**config.mk**
```make
export PLATFORM = sky130hd
export DESIGN_NAME = serial_subtractor
export DESIGN_NICKNAME = d
export VERILOG_FILES = /design/src/rtl/serial_subtractor.sv
export SDC_FILE = /design/constraint.sdc
export NUM_CORES = 1
export LEC_CHECK = 0
export BUFFER_PORTS_ARGS = -buffer_cell sky130_fd_sc_hd__buf_2
export CAP_MARGIN = 20
export CORE_ASPECT_RATIO = 0.8
export CORE_MARGIN = 2
export CORE_UTILIZATION = 40
export DETAILED_ROUTE_END_ITERATION = 10
export PLACE_DENSITY = 0.66
export SLEW_MARGIN = 20
export SYNTH_ARGS = -nofsm -noshare
export SYNTH_HDL_FRONTEND = slang
export SYNTH_SLANG_ARGS = --single-unit
```
**constraint.sdc**
```tcl
create_clock -name clk -period 2.55 [get_ports clk]
set_input_delay 0 -clock clk [delete_from_list [all_inputs] [get_ports clk]]
set_output_delay 0 -clock clk [all_outputs]
set_load 0.01 [all_outputs]
```
**src/rtl/serial_subtractor.sv**
```systemverilog
// rtl/serial_subtractor.sv - bit-serial a - b - bi subtractor, LSB first, start/busy/done handshake
module serial_subtractor #(
    parameter int WIDTH = 4
) (
    input  logic             clk,
    input  logic             reset_n,
    input  logic             start,
    input  logic [WIDTH-1:0] a,
    input  logic [WIDTH-1:0] b,
    input  logic             bi,
    output logic             busy,
    output logic             done,
    output logic [WIDTH-1:0] diff,
    output logic             borrow
);

    localparam int CW = $clog2(WIDTH + 1);

    typedef enum logic [1:0] {
        S_IDLE = 2'd0,
        S_RUN  = 2'd1,
        S_DONE = 2'd2
    } state_t;

    state_t           state;
    state_t           state_next;
    logic [WIDTH-1:0] sh_a;
    logic [WIDTH-1:0] sh_b;
    logic [WIDTH-1:0] res;
    logic             brw;
    logic [CW-1:0]    cnt;

    logic             accept;
    logic             last;
    logic             x;
    logic             y;
    logic             d;
    logic             brw_next;
    logic [WIDTH:0]   res_ext;
    logic [WIDTH-1:0] res_next;

    // A new operation is taken in IDLE or DONE; start during RUN is dropped.
    assign accept = start && (state != S_RUN);
    assign last   = (state == S_RUN) && (cnt == CW'(WIDTH - 1));

    // One full-subtractor bit slice; the result enters from the MSB so that
    // after WIDTH shifts the LSB has arrived at bit 0.
    always_comb begin
        x        = sh_a[0];
        y        = sh_b[0];
        d        = x ^ y ^ brw;
        brw_next = (~x & y) | (~(x ^ y) & brw);
        res_ext  = {d, res};
        res_next = res_ext[WIDTH:1];
    end

    // State register.
    always_ff @(posedge clk or negedge reset_n) begin
        if (!reset_n) begin
            state <= S_IDLE;
        end else begin
            state <= state_next;
        end
    end

    // Next-state logic: IDLE -> RUN on start, RUN -> DONE after WIDTH bits,
    // DONE -> RUN directly when start is already waiting.
    always_comb begin
        state_next = state;
        case (state)
            S_IDLE:  state_next = start ? S_RUN : S_IDLE;
            S_RUN:   state_next = last ? S_DONE : S_RUN;
            S_DONE:  state_next = start ? S_RUN : S_IDLE;
            default: state_next = S_IDLE;
        endcase
    end

    // Datapath: load on accept, shift one bit per RUN cycle, publish on the last bit.
    always_ff @(posedge clk or negedge reset_n) begin
        if (!reset_n) begin
            sh_a   <= '0;
            sh_b   <= '0;
            res    <= '0;
            brw    <= 1'b0;
            cnt    <= '0;
            diff   <= '0;
            borrow <= 1'b0;
        end else if (accept) begin
            sh_a <= a;
            sh_b <= b;
            brw  <= bi;
            cnt  <= '0;
        end else if (state == S_RUN) begin
            sh_a <= sh_a >> 1;
            sh_b <= sh_b >> 1;
            res  <= res_next;
            brw  <= brw_next;
            cnt  <= cnt + CW'(1);
            if (last) begin
                diff   <= res_next;
                borrow <= brw_next;
            end
        end
    end

    // Status outputs decode straight from the state flops.
    assign busy = (state == S_RUN);
    assign done = (state == S_DONE);

endmodule
```
== Word-level counts from Yosys, hierarchy flattened ==
Cells that the tools add are included.

* Memories: 0
* Latch bits: 0
* Bits in writable memories: 0
* Word-level logic and storage cells: 39
* Output and inout port bits: 7
* Bits in read-only memories: 0
* Flip-flop bits (word level): 23

* Shift-type cells: 0
* Eq/ne operators: 4
* Bitwise gates (word level): 8
* Multipliers: 0
* $add $sub $neg: 1
* Reduce and logical (&&, ||, !) cells: 7
* Magnitude comparators: 0
* Mux-type cells: 11
* Div/mod/pow operators: 0

{| class="wikitable"
|+ Operators by type and width
! kind !! count
|-
| $mux 4 || 4
|-
| $mux 3 || 2
|-
| $pmux 2 s2 || 1
|-
| $add 3x1->3 const B || 1
|-
| $eq 3x2->1 const B || 1
|-
| $mux 1 || 3
|-
| $not 1->1 || 3
|-
| $reduce_and 3->1 || 1
|-
| $and 1x1->1 || 2
|-
| $eq 2x1->1 const B || 1
|-
| $eq 2x2->1 const B || 1
|-
| $logic_and 1x1->1 || 2
|-
| $logic_not 2->1 || 1
|-
| $mux 2 || 1
|-
| $ne 2x1->1 const B || 1
|-
| $reduce_and 2->1 || 1
|-
| $reduce_bool 2->1 || 1
|-
| $reduce_or 2->1 || 1
|-
| $xor 1x1->1 || 2
|-
| $or 1x1->1 || 1
|}

== Longest topological paths before layout ==
Gate-level depths: netlist of the first run.

* Depth after elaboration: 6
* Depth in mapped cells: 4

== Worst setup path before layout of the first run ==
Ideal clock, no wire load.

* Path kind: reg-to-reg
* Start: register cnt[0]
* End: register diff[0]
* Path slack: 1.128 ns
* Required time: 2.425 ns
* Path buffers: 0
* Data arrival time: 1.298 ns
* Cell stages (with the launch flop): 5
* Cells stage by stage: dfrtp_1 ha_1 ha_1 nand3b_1 mux2_2

* Word-level cells in the longest chain between the ends: 3

{| class="wikitable"
|+ RTL lines
! what !! line !! RTL
|-
| start, declared || 31 || <nowiki>logic [CW-1:0] cnt;</nowiki>
|-
| start signal, assigned || 98 || <nowiki>cnt <= cnt + CW'(1);</nowiki>
|-
| $eq 3x2->1 || 44 || <nowiki>assign last = (state == S_RUN) && (cnt == CW'(WIDTH - 1));</nowiki>
|-
| $logic_and 1x1->1 || 44 ||
|-
| $reduce_and 3->1 (no line) || - ||
|-
| end signal, assigned || 100 || <nowiki>diff <= res_next;</nowiki>
|-
| end, declared || 13 || <nowiki>output logic [WIDTH-1:0] diff,</nowiki>
|}

No other way between the ends.
A chain may end at the register's enable or synchronous reset.

== Final worst setup path of the first run ==
* Start: register cnt[0]
* End: register diff[1]

Same word-level chain as after synthesis.

==> results of run 1 <==
metrics by stage:
stage	power (W)	utilization (%)
final	0.001351	49.79
after global routing	0.001468	49.79
after CTS	0.001366	49.79
after detailed placement	0.001173	46.64
after global placement	0.001153	46.64
after floorplan	0.001030	-
layout make-up:
class | instances | area (sq um)
multi-input combinational | 39 | 417.9
sequential | 22 | 550.5
fill | 218 | 1216
timing repair buffer | 22 | 130.1
tap | 36 | 45.04
clock buffer | 4 | 36.28
inverter | 7 | 26.28
worst max-delay path by stage:
stage | from | to
detailed placement | cnt[0] | diff[1]
global route | cnt[0] | diff[0]
finish | cnt[0] | diff[1]
global placement | cnt[0] | diff[0]
floorplan | cnt[0] | diff[0]
CTS | cnt[0] | diff[1]
metal layers:
metal	up-vias	GRT usage, %
met5	-	0
met4	0	3.333
met3	0	3.714
met2	11	20.83
met1	304	19.59
li1	288	-
flip-flops by register name, indices dropped and copies added, names as in the netlist:
name,count
cnt,3
diff,4
res,3
state,2
sh_a,4
borrow,1
sh_b,4
brw,1
placed cells by master, fill, tap and decap left out:
cell type and instances:
buf_2 18, clkbuf_4 3, clkbuf_8 1, dfrtp_1 22
dlygate4sd3_1 4, fa_1 1, ha_1 2, inv_1 7
mux2_1 3, mux2_2 11, mux2_4 6, mux2i_1 7
nand2b_1 2, nand2b_2 1, nand3b_1 1, nor2_1 2
nor2b_1 2, o22ai_1 1
Yosys cell counts (all sizes together):
cell     n
o22ai    1
ha       2
buf      2
nand2b   3
mux2i    7
nor2     2
inv      7
nor2b    2
nand3b   1
fa       1
mux2    20
dfrtp   22
kinds of logic after synthesis:
family | synth area share (%)
DFF | 54.12
and+or+nand+nor | 4.797
AOI/OAI and AO/OA | 0.6154
muxes | 31.24
adders and majority gates | 4.428
buffers and inverters | 4.797
critical path: cells and delay by family, from the launching register on:
family                     cells  cell delay [ps]
adders and majority gates      2              400
DFF                            1              420
muxes                          1              370
and+or+nand+nor                1              240
report_power, final:
part           switching (W)  total [W]  internal, W
clock               0.000103   0.000190    0.0000870
sequential         0.0000948   0.000604     0.000510
combinational       0.000243   0.000557     0.000314
total               0.000441    0.00135     0.000910
==> flow_summary_export.csv, run 1 <==
group,metric,value,unit
global_route,grt_usage,13.77,%
timing,fin_skew,0.6008,ps
detailed_routing,routed-wl-met2,766,um
clock_network,h-tree-depth,1,
detailed_routing,drt_iter0_drc,2,
timing,timing.final.crit_share,60.02,%
global_route,grt_max_degree,23,
timing,worst_pin_slew,484.2,ps
detailed_routing,dr_total_vias,603,
detailed_routing,dr.pass1.iters,2,
placement,dp_slack,1032,ps
timing,setup_tns,0,ps
setup_path,worst_setup_path_end_kind,"flip-flop",
clock_network,clk_latency,300,ps
die,initial_core_util,41.99,%
worst_hold_path,holdCritStartpoint,"b[1]",
timing,setup_viol,0,
die,row_count,16,
timing,hold_viol_final,0,
yosys,synth_nets,85,
timing,grt_setup_unrepaired,"false",
yosys,synth_area,1017,sq um
die,die_area,2965,sq um
setup_path,crit_path_cell_trace,"ha_1, ha_1, nand3b_1, mux2_2",
setup_path,r2r_setup_slack,1020,ps
timing,final.min_clock_period,1530,ps
layout,layout-drive-gt1-share,42.55,%
die,die_h,49.11,um
detailed_routing,antenna_left,0,
detailed_routing,wl_per_cell,12.03,um
die,die_width,60.38,um
clock_network,clkTransAtPathRegs,120,ps
clock_network,clock_path_buffers,2,
yosys,ys.warnings.count,0,
detailed_routing,dr_wl_met3,68,um
yosys,synth_seq_cells,22,
clock_network,cts_root_buffer,"clkbuf_4",
global_route,grt_pass1_vias,662,
global_route,grt_pass1_wl,3056,um
setup_path,cp_max_fo,6,
yosys,synthTopCellsByArea,"dfrtp_1, mux2_2, mux2_4",
layout,finalNetCount,110,
yosys,synth_area_per_cell,14.53,sq um
worst_hold_path,hold_path.class,"primary input to flip-flop",
placement,dpl_cell_area,1130,sq um
timing,holdWs,42.96,ps
layout,area_growth,18.57,%
setup_path,cp-start-kind,"flip-flop",
power_and_ir_drop,powerDensity,1120,nW/um^2
placement,portBuffers,18,
detailed_routing,wirelength,1564,um
placement,place_hpwl,1166,um
worst_hold_path,hold-path-endpoint,"sh_b[1]",
placement,dp.cells,122,
yosys,yosysTopAreaCell,"dfrtp_1",
timing,finalMaxSlewViolations,0,
clock_network,ctsResizeCount,0,
detailed_routing,drc,0,
setup_path,cp_slowest_cell,"dfrtp_1",
setup_path,reg2regPathDepth,4,
layout,design_area,1206,sq um
global_route,antenna_found_initial,0,
clock_network,cts.sinks,22,
setup_path,cpPeakStageDelay,420,ps
setup_path,criticalPathCategory,"flip-flop to flip-flop",
clock_network,cts_tree,"yes",
setup_path,rr_startpoint,"cnt[0]",
setup_path,cp.required,2750,ps
timing,worst_slack,1020,ps
yosys,netlist.area_leader.share,54.12,%
placement,gp_congestion,0.7220,
global_route,grt.overflow.total,0,
yosys,synth_cells,70,
power_and_ir_drop,ir_drop,519.7,uV
timing,fmax,0.6534,GHz
layout,final_cell_count_no_fill,130,
job,drv_cap,0,
die,ioPinCount,19,
clock_network,cts_setup_buffers,0,
detailed_routing,dr.max_layer_used,"met3",
worst_hold_path,holdPathStages,3,
status,status,"completed",
clock_network,cts_inserted_buffers,3,
yosys,yosysSeqAreaShare,54.12,%
timing,slew_headroom,67.72,%
layout,antenna_cells_inserted,0,
setup_path,reg2reg_to,"diff[1]",
detailed_routing,via_per_inst,4.638,
detailed_routing,wl_met1,729,um
setup_path,crit_path_frequent_cell,"ha_1",
clock_network,cts_hold_buf,4,
setup_path,cp.arrival,1730,ps
power_and_ir_drop,p_leak,0.6047,nW
die,core,2422,sq um
yosys,ys_types,15,
Note: power is estimated with default switching activity, not from simulation.
==> run 2: changes to the inputs <==
--- a/config.mk
+++ b/config.mk
@@ -11,7 +11,7 @@
 export CORE_MARGIN = 2
 export CORE_UTILIZATION = 40
 export DETAILED_ROUTE_END_ITERATION = 10
-export PLACE_DENSITY = 0.66
+export PLACE_DENSITY = 0.68
 export SLEW_MARGIN = 20
 export SYNTH_ARGS = -nofsm -noshare
 export SYNTH_HDL_FRONTEND = slang
==> constraint.sdc (replaced) <==
create_clock -name clk -period 1.27 [get_ports clk]
set_input_delay 0 -clock clk [delete_from_list [all_inputs] [get_ports clk]]
set_output_delay 0 -clock clk [all_outputs]
set_load 0.01 [all_outputs]
==> run 2 against run 1 <==
  * The flow now finishes with violations (negative setup slack)
  * Via count rose by 6.3%
  * Die area stayed put
  * First-iteration DRC count grew to 9.5 times the previous value
  * Final area grew 12%
  * Non-clock buffer count increased by 12
  * Wire length grew 14%
  * Critical endpoint unchanged
  * Largest cell class unchanged
  * Largest power group is now combinational cells
  * Highest routed layer is now met4
==> flow_summary_export.csv, run 2 (same netlist as run 1, synthesis figures left out) <==
group,metric,value,unit
timing,worst_slack,-109.6,ps
detailed_routing,drt_iter0_drc,19,
global_route,grt_max_degree,23,
layout,largestRegisters,"diff: 4 flops, sh_a: 4 flops, sh_b: 4 flops",
global_route,grt_use_met2,23.37,%
setup_path,cp_max_fo,6,
detailed_routing,dr.pass1.iters,3,
layout,antenna_cells_inserted,0,
power_and_ir_drop,p_leak,0.6934,nW
layout,design_area,1350,sq um
timing,slew_headroom,66.58,%
die,row_count,16,
timing,fin_skew,18.21,ps
placement,place_hpwl,1244,um
global_route,grt_pass1_vias,669,
status,status,"finished, violations left",
job,drv_cap,0,
worst_hold_path,holdPathStages,3,
clock_network,cts_inserted_buffers,3,
placement,portBuffers,18,
layout,finalNetCount,122,
placement,dpl_cell_area,1205,sq um
timing,fmax,0.7249,GHz
clock_network,cts_root_buffer,"clkbuf_4",
timing,finalMaxSlewViolations,0,
layout,layout-drive-gt1-share,53.77,%
detailed_routing,antenna_left,0,
global_route,antenna_found_initial,0,
layout,mostFrequentLayoutCells,"dfrtp_1, buf_2, mux2_4, buf_4, mux2i_1",
setup_path,criticalPathCategory,"flip-flop to flip-flop",
global_route,grt_use_met3,4.775,%
global_route,gr-usage-met1,19.55,%
power_and_ir_drop,powerDensity,2419,nW/um^2
clock_network,cts.sinks,22,
global_route,grt.overflow.total,0,
setup_path,cp.arrival,1600,ps
die,initial_core_util,41.99,%
clock_network,clkTransAtPathRegs,130,ps
timing,setup_tns,-489.0,ps
die,core,2422,sq um
die,die_h,49.11,um
detailed_routing,wl_per_cell,12.61,um
power_and_ir_drop,p_total,0.003266,W
global_route,grt_usage,14.90,%
global_route,top_usage_layer,"met2",
setup_path,reg2regPathDepth,5,
clock_network,h-tree-depth,1,
clock_network,cts_tree,"yes",
die,ioPinCount,19,
clock_network,clock_path_buffers,2,
detailed_routing,drc,0,
timing,grt_setup_unrepaired,"true",
setup_path,worst_setup_path_end_kind,"flip-flop",
timing,final.min_clock_period,1380,ps
setup_path,cp.required,1490,ps
placement,gp_congestion,0.7141,
detailed_routing,dr_total_vias,641,
die,die_area,2965,sq um
timing,timing.final.crit_share,108.6,%
timing,setup_viol,6,
layout,area_growth,32.72,%
clock_network,clk_latency,320,ps
timing,hold_viol_final,0,
layout,final_common_cell,"dfrtp_1",
die,die_width,60.38,um
detailed_routing,via_per_inst,4.514,
power_and_ir_drop,ir_drop,1134,uV
setup_path,cp-start-kind,"flip-flop",
worst_hold_path,hold_path.class,"primary input to flip-flop",
global_route,grt_pass1_wl,3139,um
timing,worst_pin_slew,501.3,ps
detailed_routing,wirelength,1790,um
status,violations,"negative setup slack",
==> run 2: cell count changes in the layout (fill, tap and decap cells not counted), sizes merged <==
cell,change
buf,+12
bufinv,+1
clkbuf,-1
==> run 2: per-layer routing <==
metal | wire length [um] | share of wire (%)
met5 | 0 | 0
met4 | 25 | 1.4
met3 | 79 | 4.4
met2 | 877 | 49
met1 | 807 | 45
==> run 2: layout make-up <==
cell class,count,area [sq um]
Timing Repair Buffer,34,224.0
Tap cell,36,45.04
Inverter,7,26.28
Multi-Input combinational cell,39,451.7
Clock buffer,3,22.52
Clock inverter,1,30.03
Fill cell,204,1072
Sequential cell,22,550.5
==> run 2: metrics by stage <==
| step | instances | hold slack (ps) | setup slack (ps) | util [%] |
|---|---|---|---|---|
| 6_report | 142 | 18.34 | -109.6 | 55.73 |
| 5_1_grt | 142 | 24.35 | -164.0 | 55.73 |
| 4_1_cts | 139 | 8.653 | -87.26 | 54.80 |
| 3_5_place_dp | 128 | -8.336 | -104.6 | 49.74 |
| 3_3_place_gp | 128 | -10.45 | -78.15 | 49.74 |
| 2_1_floorplan | 70 | -295.6 | -124.0 | - |
==> run 2: final timing paths <==
check	from	to	slack, ps
worst max-delay path	cnt[0]	diff[1]	-110
worst min-delay path	b[0]	sh_b[0]	20
worst max register to register	cnt[0]	diff[1]	-110
worst min register to register	sh_b[1]	sh_b[0]	470
max in group asynchronous	reset_n	state[1]	750
min in group asynchronous	reset_n	sh_a[1]	160
==> run 2: worst max-delay path, cell delays in order (launching register included) <==
cell and delay, ps:
dfrtp_1 410, ha_2 200, ha_4 150, nand3b_1 100, buf_6 140, mux2_4 300
==> run 2: timing repair <==
| item | CTS | global route |
|---|---|---|
| endpoints found under the hold margin | 25 | 0 |
| gates resized for setup | 3 | 2 |
| pin swaps | 1 | 2 |
| buffers inserted | 3 | 3 |
| endpoints found under the setup margin | 6 | 7 |
| hold buffers | 4 | 0 |
==> run 2: report_power, final <==
part	internal [W]	switching [W]
logic	0.000931	0.000584
registers	0.00102	0.000191
clock network	0.000319	0.000216
==> run 3: changes to the inputs <==
--- a/config.mk
+++ b/config.mk
@@ -11,7 +11,7 @@
 export CORE_MARGIN = 2
 export CORE_UTILIZATION = 40
 export DETAILED_ROUTE_END_ITERATION = 10
-export PLACE_DENSITY = 0.68
+export PLACE_DENSITY = 0.66
 export SLEW_MARGIN = 20
 export SYNTH_ARGS = -nofsm -noshare
 export SYNTH_HDL_FRONTEND = slang
==> constraint.sdc (replaced) <==
create_clock -name clk -period 1.3 [get_ports clk]
set_input_delay 0 -clock clk [delete_from_list [all_inputs] [get_ports clk]]
set_output_delay 0 -clock clk [all_outputs]
set_load 0.01 [all_outputs]
==> run 3 against run 2 <==
  * The run still ends with negative setup slack left
  * Final area down 3.8%
  * Sequential power about the same
  * Critical path depth unchanged
  * Clock power shrank 5.2%
  * Critical endpoint is now diff[3]
  * Register-to-register slack improved by 40 ps
  * Fmax up 0.63%
  * Wire length fell by 10%
  * Sequential share of layout area is 1.6 points higher
  * Global-route usage fell by 2.2 points
==> flow_summary_export.csv, run 3 (same netlist as run 1, synthesis figures left out) <==
group,metric,value,unit
timing,grt_setup_unrepaired,"true",
clock_network,clkTransAtPathRegs,120,ps
job,drv_cap,0,
die,ioPinCount,19,
layout,n_fill_cell,209,
detailed_routing,wl_per_cell,11.85,um
worst_hold_path,holdPathStages,3,
worst_hold_path,holdCritStartpoint,"bi",
placement,dpl_cell_area,1205,sq um
layout,largestRegisters,"diff: 4 flops, sh_a: 4 flops, sh_b: 4 flops",
placement,place_hpwl,1213,um
detailed_routing,antenna_left,0,
power_and_ir_drop,p_leak,0.6627,nW
setup_path,cp-start-kind,"flip-flop",
clock_network,cts_inserted_buffers,3,
setup_path,criticalPathCategory,"flip-flop to flip-flop",
setup_path,worst_setup_path_end_kind,"flip-flop",
die,core,2422,sq um
layout,area_growth,27.68,%
setup_path,rr_startpoint,"cnt[1]",
die,initial_core_util,41.99,%
die,die_area,2965,sq um
clock_network,clk_latency,300,ps
setup_path,reg2reg_to,"diff[3]",
layout,mostFrequentLayoutCells,"dfrtp_1, buf_2, mux2_4",
layout,final_cell_count_no_fill,136,
detailed_routing,dr.pass1.iters,2,
setup_path,reg2regPathDepth,5,
timing,fin_skew,6.809,ps
layout,antenna_cells_inserted,0,
die,row_count,16,
layout,layout-drive-gt1-share,49.00,%
timing,hold_viol_final,0,
power_and_ir_drop,powerDensity,2314,nW/um^2
die,die_h,49.11,um
timing,final.min_clock_period,1371,ps
timing,slew_headroom,69.06,%
setup_path,cp.arrival,1570,ps
power_and_ir_drop,ir_drop,759.9,uV
setup_path,r2r_setup_slack,-70,ps
clock_network,clock_path_buffers,2,
layout,finalNetCount,116,
die,die_width,60.38,um
setup_path,cpPeakStageDelay,400,ps
timing,fmax,0.7294,GHz
worst_hold_path,hold-path-endpoint,"brw",
clock_network,cts_root_buffer,"clkbuf_4",
global_route,grt_pass1_wl,2794,um
setup_path,cp_slowest_cell,"dfrtp_1",
placement,dp.cells,128,
setup_path,crit_path_cell_trace,"ha_2, ha_4, nand3b_1, buf_6, mux2_4",
setup_path,cp.required,1500,ps
global_route,grt_usage,12.68,%
detailed_routing,drt_iter0_drc,6,
timing,setup_viol,5,
timing,finalMaxSlewViolations,0,
timing,timing.final.crit_share,105.5,%
status,status,"finished, violations left",
status,violations,"negative setup slack",
detailed_routing,via_per_inst,4.515,
global_route,grt_max_degree,23,
detailed_routing,drc,0,
worst_hold_path,hold_path.class,"primary input to flip-flop",
timing,worst_slack,-70.99,ps
timing,worst_pin_slew,464.1,ps
clock_network,cts_tree,"yes",
detailed_routing,dr_total_vias,614,
placement,dp_slack,-71.24,ps
clock_network,cts.sinks,22,
layout,design_area,1299,sq um
placement,gp_congestion,0.7174,
global_route,grt.overflow.total,0,
layout,final_common_cell,"dfrtp_1",
detailed_routing,wirelength,1611,um
clock_network,h-tree-depth,1,
global_route,antenna_found_initial,0,
placement,portBuffers,18,
global_route,grt_pass1_vias,659,
setup_path,cp_max_fo,6,
-- run 3: changes by cell type in the layout (fill, tap and decap cells not counted) --
cell,delta
mux2_2,+1
inv_2,-3
mux2_4,-1
dlygate4sd3_1,-1
inv_1,+3
buf_4,-5
-- run 3: final cells by class --
type / count / area (sq um) / area share [%]
flip-flops and latches: 22 / 550.5 / 42.39
clock buffers: 3 / 22.52 / 1.734
multi-input cells: 39 / 447.9 / 34.49
repair buffers: 28 / 176.4 / 13.58
well taps: 36 / 45.04 / 3.468
inverters: 7 / 26.28 / 2.023
clock inverters: 1 / 30.03 / 2.312
-- run 3: worst max-delay path, delay by kind of cell (launching register included) --
kind,cells,cell delay [ps]
flops,1,400
fa+ha+maj,2,350
mux,1,300
buf+inv,1,130
simple gates,1,90
-- run 3: worst max-delay path by stage --
stage                     startpoint  endpoint  slack (ps)
after floorplan               cnt[0]   diff[0]         -90
after global placement        cnt[1]   diff[2]         -40
after detailed placement      cnt[0]   diff[1]         -70
after CTS                     cnt[0]   diff[3]         -80
after global routing          cnt[1]   diff[1]        -140
final                         cnt[1]   diff[3]         -70
-- run 3: power breakdown --
part	switching [W]	internal (W)	leakage, nW
clock	0.000197	0.000311	0.0279
combinational	0.000519	0.000802	0.368
sequential	0.000177	0.00100	0.267
-- run 3: timing repair --
action                                  4_1_cts  5_1_grt
endpoints found under the setup margin        6        7
hold buffers                                  3        0
gates resized for setup                       1        0
buffers inserted                              1        0
pin swaps                                     0        0
hold endpoints to repair                     24        0
-- run 3: layer usage --
layer	part of all wire (%)	vias to the layer above	track usage [%]
li1	-	298	-
met2	52	8	22.46
met1	44	306	14.95
met5	0	-	0
met3	3.0	2	3.183
met4	0.93	0	3.333
-- run 3: through the flow --
stage / TNS (ps) / util, % / hold WS [ps] / power, W
finish: -278.1 / 53.62 / 3.109 / 0.003005
global route: -709.8 / 53.62 / 39.36 / 0.003221
CTS: -326.4 / 53.62 / 10.41 / 0.003046
detailed placement: -294.3 / 49.74 / -12.42 / 0.002496
global placement: -176.4 / 49.74 / -12.59 / 0.002465
floorplan: -376.1 / - / -295.6 / 0.002106
